`src/rtl/uart_rx_fifo_if.sv`:
```
// Receive-side handshake bundle for uart_rx_fifo: FIFO head word, error flags,
// occupancy and overrun status, plus the consumer's ready and clear strobes.
interface uart_rx_fifo_if #(
    parameter int unsigned DATA_BITS  = 8,
    parameter int unsigned FIFO_DEPTH = 4
);
    logic [DATA_BITS-1:0]         rx_data;
    logic                         rx_parity_err;
    logic                         rx_frame_err;
    logic                         rx_break;
    logic                         rx_data_valid;
    logic                         rx_data_ready;
    logic [$clog2(FIFO_DEPTH):0]  rx_fifo_level;
    logic                         rx_overrun;
    logic                         clear_overrun;

    modport master (
        output rx_data, rx_parity_err, rx_frame_err, rx_break, rx_data_valid,
               rx_fifo_level, rx_overrun,
        input  rx_data_ready, clear_overrun
    );

    modport slave (
        input  rx_data, rx_parity_err, rx_frame_err, rx_break, rx_data_valid,
               rx_fifo_level, rx_overrun,
        output rx_data_ready, clear_overrun
    );
endinterface

```
`src/rtl/uart_rx_fifo.sv`:
```
// UART receiver with 3-sample majority voting, configurable data/parity/stop format
// and a small output FIFO carrying per-word error flags.
module uart_rx_fifo #(
    parameter int unsigned CLK_FRE     = 50,
    parameter int unsigned BAUD_RATE   = 115200,
    parameter int unsigned DATA_BITS   = 8,
    parameter int unsigned PARITY_MODE = 0,
    parameter int unsigned STOP_BITS   = 1,
    parameter int unsigned FIFO_DEPTH  = 4
) (
    input  logic           clk,
    input  logic           rst_n,
    input  logic           rx_pin,
    uart_rx_fifo_if.master rx_if
);
    localparam int unsigned CYCLE = CLK_FRE * 1000000 / BAUD_RATE;
    localparam int unsigned CntW  = $clog2(CYCLE);
    localparam int unsigned BitW  = (DATA_BITS > 1) ? $clog2(DATA_BITS) : 1;
    localparam int unsigned PtrW  = $clog2(FIFO_DEPTH);
    localparam int unsigned LvlW  = PtrW + 1;
    localparam int unsigned EntW  = DATA_BITS + 3;

    localparam logic [CntW-1:0] CntLast = CntW'(CYCLE - 1);
    localparam logic [CntW-1:0] SampA   = CntW'(CYCLE / 2 - 1);
    localparam logic [CntW-1:0] SampB   = CntW'(CYCLE / 2);
    localparam logic [CntW-1:0] SampC   = CntW'(CYCLE / 2 + 1);
    localparam logic [CntW-1:0] CntVote = CntW'(CYCLE / 2 + 2);
    localparam logic [BitW-1:0] BitLast = BitW'(DATA_BITS - 1);
    localparam logic            StopLast = (STOP_BITS == 2);
    localparam logic [LvlW-1:0] LvlFull = LvlW'(FIFO_DEPTH);

    typedef enum logic [2:0] {
        StIdle,
        StStart,
        StData,
        StParity,
        StStop
    } state_e;

    state_e                 state_q, state_d;
    logic                   sync1_q, sync2_q, prev_q;
    logic [CntW-1:0]        cycle_cnt_q, cycle_cnt_d;
    logic [BitW-1:0]        bit_cnt_q, bit_cnt_d;
    logic                   stop_cnt_q, stop_cnt_d;
    logic [2:0]             samp_q, samp_d;
    logic [DATA_BITS-1:0]   data_q, data_d;
    logic                   par_bit_q, par_bit_d;
    logic                   parity_err_q, parity_err_d;
    logic                   frame_err_q, frame_err_d;

    logic                   fall, vote, push, frame_fin, brk;
    logic [EntW-1:0]        push_word;

    logic [EntW-1:0]        mem_q [FIFO_DEPTH];
    logic [PtrW-1:0]        wr_ptr_q, wr_ptr_d, rd_ptr_q, rd_ptr_d;
    logic [LvlW-1:0]        level_q, level_d;
    logic [EntW-1:0]        head_q, head_d;
    logic                   overrun_q, overrun_d;
    logic                   pop, full, push_acc, ovr_set;

    assign fall = prev_q & ~sync2_q;
    assign vote = (samp_q[0] & samp_q[1]) | (samp_q[0] & samp_q[2]) | (samp_q[1] & samp_q[2]);

    // The final stop vote is folded in directly because the push happens on the vote cycle.
    assign frame_fin = frame_err_q | ~vote;
    assign brk       = frame_fin & ~(|data_q) & ((PARITY_MODE == 0) || !par_bit_q);
    assign push_word = {brk, frame_fin, parity_err_q, data_q};

    always_ff @(posedge clk or negedge rst_n) begin
        if (!rst_n) begin
            sync1_q      <= 1'b1;
            sync2_q      <= 1'b1;
            prev_q       <= 1'b1;
            state_q      <= StIdle;
            cycle_cnt_q  <= '0;
            bit_cnt_q    <= '0;
            stop_cnt_q   <= 1'b0;
            samp_q       <= '0;
            data_q       <= '0;
            par_bit_q    <= 1'b0;
            parity_err_q <= 1'b0;
            frame_err_q  <= 1'b0;
        end else begin
            sync1_q      <= rx_pin;
            sync2_q      <= sync1_q;
            prev_q       <= sync2_q;
            state_q      <= state_d;
            cycle_cnt_q  <= cycle_cnt_d;
            bit_cnt_q    <= bit_cnt_d;
            stop_cnt_q   <= stop_cnt_d;
            samp_q       <= samp_d;
            data_q       <= data_d;
            par_bit_q    <= par_bit_d;
            parity_err_q <= parity_err_d;
            frame_err_q  <= frame_err_d;
        end
    end

    always_comb begin
        state_d      = state_q;
        cycle_cnt_d  = cycle_cnt_q;
        bit_cnt_d    = bit_cnt_q;
        stop_cnt_d   = stop_cnt_q;
        samp_d       = samp_q;
        data_d       = data_q;
        par_bit_d    = par_bit_q;
        parity_err_d = parity_err_q;
        frame_err_d  = frame_err_q;
        push         = 1'b0;

        if (state_q != StIdle) begin
            cycle_cnt_d = (cycle_cnt_q == CntLast) ? '0 : cycle_cnt_q + 1'b1;
            if (cycle_cnt_q == SampA) samp_d[0] = sync2_q;
            if (cycle_cnt_q == SampB) samp_d[1] = sync2_q;
            if (cycle_cnt_q == SampC) samp_d[2] = sync2_q;
        end

        unique case (state_q)
            StIdle: begin
                cycle_cnt_d = '0;
                if (fall) begin
                    state_d      = StStart;
                    bit_cnt_d    = '0;
                    stop_cnt_d   = 1'b0;
                    data_d       = '0;
                    par_bit_d    = 1'b0;
                    parity_err_d = 1'b0;
                    frame_err_d  = 1'b0;
                end
            end
            StStart: begin
                if (cycle_cnt_q == CntVote && vote) begin
                    state_d     = StIdle;
                    cycle_cnt_d = '0;
                end else if (cycle_cnt_q == CntLast) begin
                    state_d = StData;
                end
            end
            StData: begin
                if (cycle_cnt_q == CntVote) data_d[bit_cnt_q] = vote;
                if (cycle_cnt_q == CntLast) begin
                    if (bit_cnt_q == BitLast) begin
                        bit_cnt_d = '0;
                        state_d   = (PARITY_MODE != 0) ? StParity : StStop;
                    end else begin
                        bit_cnt_d = bit_cnt_q + 1'b1;
                    end
                end
            end
            StParity: begin
                if (cycle_cnt_q == CntVote) begin
                    par_bit_d    = vote;
                    parity_err_d = ((^data_q) ^ vote) != (PARITY_MODE == 1);
                end
                if (cycle_cnt_q == CntLast) state_d = StStop;
            end
            StStop: begin
                if (cycle_cnt_q == CntVote) begin
                    if (!vote) frame_err_d = 1'b1;
                    if (stop_cnt_q == StopLast) begin
                        push        = 1'b1;
                        state_d     = StIdle;
                        cycle_cnt_d = '0;
                        stop_cnt_d  = 1'b0;
                    end
                end else if (cycle_cnt_q == CntLast) begin
                    stop_cnt_d = stop_cnt_q + 1'b1;
                end
            end
            default: state_d = StIdle;
        endcase
    end

    // A same-cycle pop frees the slot, so a push into a full FIFO is still accepted.
    always_comb begin
        pop       = (level_q != '0) && rx_if.rx_data_ready;
        full      = (level_q == LvlFull);
        push_acc  = push && (!full || pop);
        ovr_set   = push && full && !pop;
        wr_ptr_d  = push_acc ? wr_ptr_q + 1'b1 : wr_ptr_q;
        rd_ptr_d  = pop ? rd_ptr_q + 1'b1 : rd_ptr_q;
        overrun_d = (overrun_q && !rx_if.clear_overrun) || ovr_set;
        case ({push_acc, pop})
            2'b10:   level_d = level_q + 1'b1;
            2'b01:   level_d = level_q - 1'b1;
            default: level_d = level_q;
        endcase
        if (level_d == '0) begin
            head_d = '0;
        end else if (push_acc && (wr_ptr_q == rd_ptr_d)) begin
            head_d = push_word;
        end else begin
            head_d = mem_q[rd_ptr_d];
        end
    end

    always_ff @(posedge clk) begin
        if (push_acc) mem_q[wr_ptr_q] <= push_word;
    end

    always_ff @(posedge clk or negedge rst_n) begin
        if (!rst_n) begin
            wr_ptr_q  <= '0;
            rd_ptr_q  <= '0;
            level_q   <= '0;
            head_q    <= '0;
            overrun_q <= 1'b0;
        end else begin
            wr_ptr_q  <= wr_ptr_d;
            rd_ptr_q  <= rd_ptr_d;
            level_q   <= level_d;
            head_q    <= head_d;
            overrun_q <= overrun_d;
        end
    end

    assign rx_if.rx_data       = head_q[DATA_BITS-1:0];
    assign rx_if.rx_parity_err = head_q[DATA_BITS];
    assign rx_if.rx_frame_err  = head_q[DATA_BITS+1];
    assign rx_if.rx_break      = head_q[DATA_BITS+2];
    assign rx_if.rx_data_valid = (level_q != '0);
    assign rx_if.rx_fifo_level = level_q;
    assign rx_if.rx_overrun    = overrun_q;
endmodule

```
`src/flat_wrapper.sv`:
```
// flat-port wrapper written by rule: the top's interface ports become plain ports
module uart_rx_fifo_flat 
#(
    parameter int unsigned CLK_FRE     = 50,
    parameter int unsigned BAUD_RATE   = 115200,
    parameter int unsigned DATA_BITS   = 8,
    parameter int unsigned PARITY_MODE = 0,
    parameter int unsigned STOP_BITS   = 1,
    parameter int unsigned FIFO_DEPTH  = 4
)
  (clk, rst_n, rx_pin, rx_if_rx_data, rx_if_rx_parity_err, rx_if_rx_frame_err, rx_if_rx_break, rx_if_rx_data_valid, rx_if_rx_fifo_level, rx_if_rx_overrun, rx_if_rx_data_ready, rx_if_clear_overrun);
  uart_rx_fifo_if #(.DATA_BITS(DATA_BITS), .FIFO_DEPTH(FIFO_DEPTH)) rx_if_i ();
  input  logic clk;
  input  logic rst_n;
  input  logic rx_pin;
  output wire logic [$bits(rx_if_i.rx_data)-1:0] rx_if_rx_data;
  output wire logic [$bits(rx_if_i.rx_parity_err)-1:0] rx_if_rx_parity_err;
  output wire logic [$bits(rx_if_i.rx_frame_err)-1:0] rx_if_rx_frame_err;
  output wire logic [$bits(rx_if_i.rx_break)-1:0] rx_if_rx_break;
  output wire logic [$bits(rx_if_i.rx_data_valid)-1:0] rx_if_rx_data_valid;
  output wire logic [$bits(rx_if_i.rx_fifo_level)-1:0] rx_if_rx_fifo_level;
  output wire logic [$bits(rx_if_i.rx_overrun)-1:0] rx_if_rx_overrun;
  input wire logic [$bits(rx_if_i.rx_data_ready)-1:0] rx_if_rx_data_ready;
  input wire logic [$bits(rx_if_i.clear_overrun)-1:0] rx_if_clear_overrun;
  assign rx_if_rx_data = rx_if_i.rx_data;
  assign rx_if_rx_parity_err = rx_if_i.rx_parity_err;
  assign rx_if_rx_frame_err = rx_if_i.rx_frame_err;
  assign rx_if_rx_break = rx_if_i.rx_break;
  assign rx_if_rx_data_valid = rx_if_i.rx_data_valid;
  assign rx_if_rx_fifo_level = rx_if_i.rx_fifo_level;
  assign rx_if_rx_overrun = rx_if_i.rx_overrun;
  assign rx_if_i.rx_data_ready = rx_if_rx_data_ready;
  assign rx_if_i.clear_overrun = rx_if_clear_overrun;
  uart_rx_fifo #(.CLK_FRE(CLK_FRE), .BAUD_RATE(BAUD_RATE), .DATA_BITS(DATA_BITS), .PARITY_MODE(PARITY_MODE), .STOP_BITS(STOP_BITS), .FIFO_DEPTH(FIFO_DEPTH)) u_core (.clk(clk), .rst_n(rst_n), .rx_pin(rx_pin), .rx_if(rx_if_i));
endmodule
```
`config.mk`:
```
export PLATFORM = sky130hd
export DESIGN_NAME = uart_rx_fifo_flat
export DESIGN_NICKNAME = d
export VERILOG_FILES = /design/src/rtl/uart_rx_fifo_if.sv /design/src/rtl/uart_rx_fifo.sv /design/src/flat_wrapper.sv
export SDC_FILE = /design/constraint.sdc
export NUM_CORES = 1
export LEC_CHECK = 0
export BUFFER_PORTS_ARGS = -buffer_cell sky130_fd_sc_hd__clkbuf_2
export CORE_AREA = 2 2 109 111
export DETAILED_ROUTE_END_ITERATION = 8
export DIE_AREA = 0 0 111 113
export GPL_TIMING_DRIVEN = 0
export PLACE_DENSITY = 0.64
export SYNTH_ARGS = -nofsm -noshare
export SYNTH_HDL_FRONTEND = slang
export SYNTH_SLANG_ARGS = --single-unit
```
`constraint.sdc`:
```
create_clock -name clk -period 3.1 [get_ports clk]
set_input_delay 0 -clock clk [delete_from_list [all_inputs] [get_ports clk]]
set_output_delay 0 -clock clk [all_outputs]
set_load 0.05 [all_outputs]
```
==> run metrics <==
root buf cell clkbuf_16; pwr/cell area around 760 nW/um^2; drt pass-1 iters 5; sequential area share after synthesis a little over half; crit path capture type register; initial antenna violation count 0; WHS around 0.077 ns; die height 113 microns; Hold/Removal Path Class input port to async pin; slew margin rel. 59.5%; Achievable Freq approximately 350 MHz; register bit total from synthesis 95; Placer Congestion 0.861; Place WS about 0.11 ns; CP Data Arrival Time 3.07 ns; GRT Total Usage 17.3%; number of synthesized flops with an enable pin 44; largest net degree at the start of global routing 52; Crit Path Class register to register; final setup TNS 0 ns; remaining antenna violation count 0; crit-path cells ha_1 > and2_1 > nand4_1 > nand2_2 > fa_2 > or3_1 > a21oi_1 > nor3_2 > buf_6 > a221oi_2; Peak VDD IR 0.580 mV; initial core utilization between 40% and 50%; via count between 3000 and 4000; Reg-to-Reg End u_core.head_q[9]$_DFF_PN0_; Die Wd 111 microns; vias in the first global route about 3500; Most used DFF post-synth dfrtp_1; max-cap viol count 0; Final Hold Viols 0; startpoint types register; minimum clock period 2.83 ns; Final WS setup 0.274 ns; syn avg cell area 11.3 sq um; Clock Latency Late Sink approximately 0.34 ns; initial DRC count 200; total CTS buffers 9; syn nets 459; post-synth cell types 62; CTS H-tree lvls 3; Crit Path Max Fanout 10; total grt overflow 0; I/O Buffers 19; CP required 3.35 ns; Async SR Flop Fraction about 54%; Post-DP HPWL 7360 microns; Cell Area, Synth 4980 sq um; final core occ 49.6%; Yosys Warn Count 0; ratio of cells with drive above 1 in the final layout 20.6%; synthesized instance count around 440; CP startpoint u_core.cycle_cnt_q[0]$_DFF_PN0_; Vias/cell about 5.5; core area between 10000 and 15000 sq um; Layout area overhead 12.2%; internal reg-to-reg setup slack around 0.27 ns; FP Rows 39; fillers 1003; Worst R2R Start u_core.cycle_cnt_q[0]$_DFF_PN0_; status finished, final reports clean; Max clock buf depth 2; final setup fails 0; Layout Nets slightly below 500; TritonCTS clock tree yes; Worst Reg-to-Reg Cells 10; Setup crit end u_core.head_q[9]$_DFF_PN0_; io pins 21; first-pass GRT wire length 17300 microns; Routed WL per cell approximately 17 microns; final wirelength 10300 microns; ant diodes 0; Slew Limit Fails 0; CP peak stage delay 0.42 ns; slowest stage cell, crit path dfrtp_1; DRC viols 0; slew at the pin closest to its max-slew limit 0.607 ns; die area approximately 13000 sq um; Layout Skew ~0.0083 ns; leakage 2.30 nW; period utilization 91.2%; clock sink total 95; clk slew on worst S/H paths about 0.06 ns; RSZ-0062 raised after global routing false
==> power by group <==
group / switching (mW) / leakage [nW] / internal, mW
Sequential: 0.109 / 1.13 / 1.44
Combinational: 1.07 / 1.05 / 0.619
Clock: 0.450 / 0.128 / 0.541
==> how the worst min path moves through the flow <==
stage,startpoint,to,slack [ns],depth (start not counted)
CTS,rx_if_rx_data_ready,u_core.rd_ptr_q[0]$_DFF_PN0_,0.08,3
finish,rst_n,u_core.rx_if.rx_fifo_level[2]$_DFF_PN0_,0.08,2
detailed placement,rx_pin,u_core.sync1_q$_DFF_PN1_,0.09,1
global route,rst_n,u_core.head_q[0]$_DFF_PN0_,0.11,2
floorplan,rst_n,u_core.bit_cnt_q[0]$_DFFE_PN0P_,-0.30,0
global placement,rx_pin,u_core.sync1_q$_DFF_PN1_,0.09,1
==> stage by stage <==
step | instances | cell area (sq um) | power [mW]
floorplan | 439 | 4980 | 2.87
global placement | 601 | 5260 | 3.21
detailed placement | 601 | 5260 | 3.24
CTS | 620 | 5550 | 4.24
global route | 623 | 5590 | 4.46
finish | 623 | 5590 | 4.23
==> sequential cells by signal, indices dropped and copies added (netlist names) <==
signal	cells
u_core.mem_q	44
u_core.head_q	11
u_core.cycle_cnt_q	9
u_core.data_q	8
u_core.bit_cnt_q	3
u_core.rx_if.rx_fifo_level	3
u_core.samp_q	3
u_core.state_q	3
u_core.rd_ptr_q	2
u_core.wr_ptr_q	2
u_core.frame_err_q	1
u_core.parity_err_q	1
u_core.prev_q	1
u_core.rx_if.rx_overrun	1
u_core.stop_cnt_q	1
u_core.sync1_q	1
u_core.sync2_q	1
==> final cells by class <==
type                       count  area [sq um]  share of cell area (%)
buffer                        27           161                    2.89
clock buffer                  12           236                    4.23
clock inverter                 4          22.5                   0.403
inverter                      22          82.6                    1.48
multi-input combinational    295          2140                    38.4
sequential                    95          2600                    46.6
tap                          143           179                    3.20
timing repair buffer          25           160                    2.87
==> cells by family (layout without fill, tap and decap cells) <==
logic type | Yosys count | count (layout) | synth area share, %
XOR/XNOR | 19 | 19 | 3.34
AO/OA/AOI/OAI | 84 | 84 | 14.6
flip-flops | 95 | 95 | 52.2
AND/OR/NAND/NOR | 159 | 159 | 17.0
adder cells (fa/ha/maj) | 16 | 16 | 4.12
multiplexers | 17 | 17 | 3.79
buffers and inverters | 49 | 90 | 4.90
==> cells in the mapped netlist, drive strengths merged (4+ instances only) <==
| cell type | count | area [sq um] |
|---|---|---|
| nor2 | 51 | 191 |
| dfrtp | 48 | 1200 |
| edfxtp | 44 | 1320 |
| nand2 | 27 | 109 |
| inv | 22 | 82.6 |
| nor3 | 22 | 131 |
| buf | 19 | 131 |
| a22o | 18 | 158 |
| mux2 | 15 | 169 |
| xnor2 | 15 | 131 |
| ha | 14 | 175 |
| o21ai | 14 | 85.1 |
| or3 | 14 | 87.6 |
| o31ai | 12 | 104 |
| a221oi | 11 | 159 |
| o221ai | 11 | 96.3 |
| nand3 | 9 | 45.0 |
| a21oi | 8 | 40.0 |
| and3 | 8 | 53.8 |
| clkbuf | 8 | 30.0 |
| and2 | 7 | 45.1 |
| nand2b | 4 | 27.5 |
| nand4 | 4 | 31.3 |
| xor2 | 4 | 35.0 |
==> placed cells by master, fill, tap and decap left out, types with 4 or more instances in the layout <==
cell type | synthesis | routed
dfrtp_1 | 48 | 48
a21oi_1 | 8 | 8
a22o_1 | 18 | 18
o31ai_1 | 11 | 11
xor2_1 | 4 | 4
buf_4 | 3 | 5
o221ai_1 | 11 | 11
a221oi_2 | 10 | 10
inv_1 | 22 | 22
clkbuf_2 | 0 | 18
and2_1 | 6 | 6
nand3_1 | 9 | 9
o21ai_0 | 12 | 12
clkbuf_16 | 0 | 9
edfxtp_1 | 44 | 44
xnor2_1 | 15 | 15
nor2_1 | 51 | 51
buf_2 | 9 | 10
nand2_1 | 26 | 25
nor3_1 | 19 | 19
and3_1 | 5 | 5
mux2_2 | 15 | 15
clkbuf_1 | 8 | 11
ha_1 | 14 | 14
buf_6 | 5 | 5
or3_1 | 14 | 13
==> timing repair <==
action / 4_1_cts / 5_1_grt
gates resized for setup: 0 / 2
hold endpoints to repair: 50 / 0
setup endpoints to repair: 0 / 10
hold buffers: 3 / 0
buffers inserted: 0 / 2
==> layer usage <==
layer / wire, microns / up-vias / GRT usage [%]
met1: 4700 / 1643 / 22.2
met3: 426 / 16 / 3.91
li1: - / 1676 / -
met5: 0 / - / 0
met2: 4980 / 89 / 28.8
met4: 185 / 0 / 7.08
==> critical path: cells and delay by family (launching register included) <==
kind / cells / cell delay [ns]
fa+ha+maj: 2 / 0.68
flops: 1 / 0.42
buf+inv: 1 / 0.17
compound gates: 2 / 0.43
simple gates: 5 / 1.04
(Power assumes the default switching activity.)
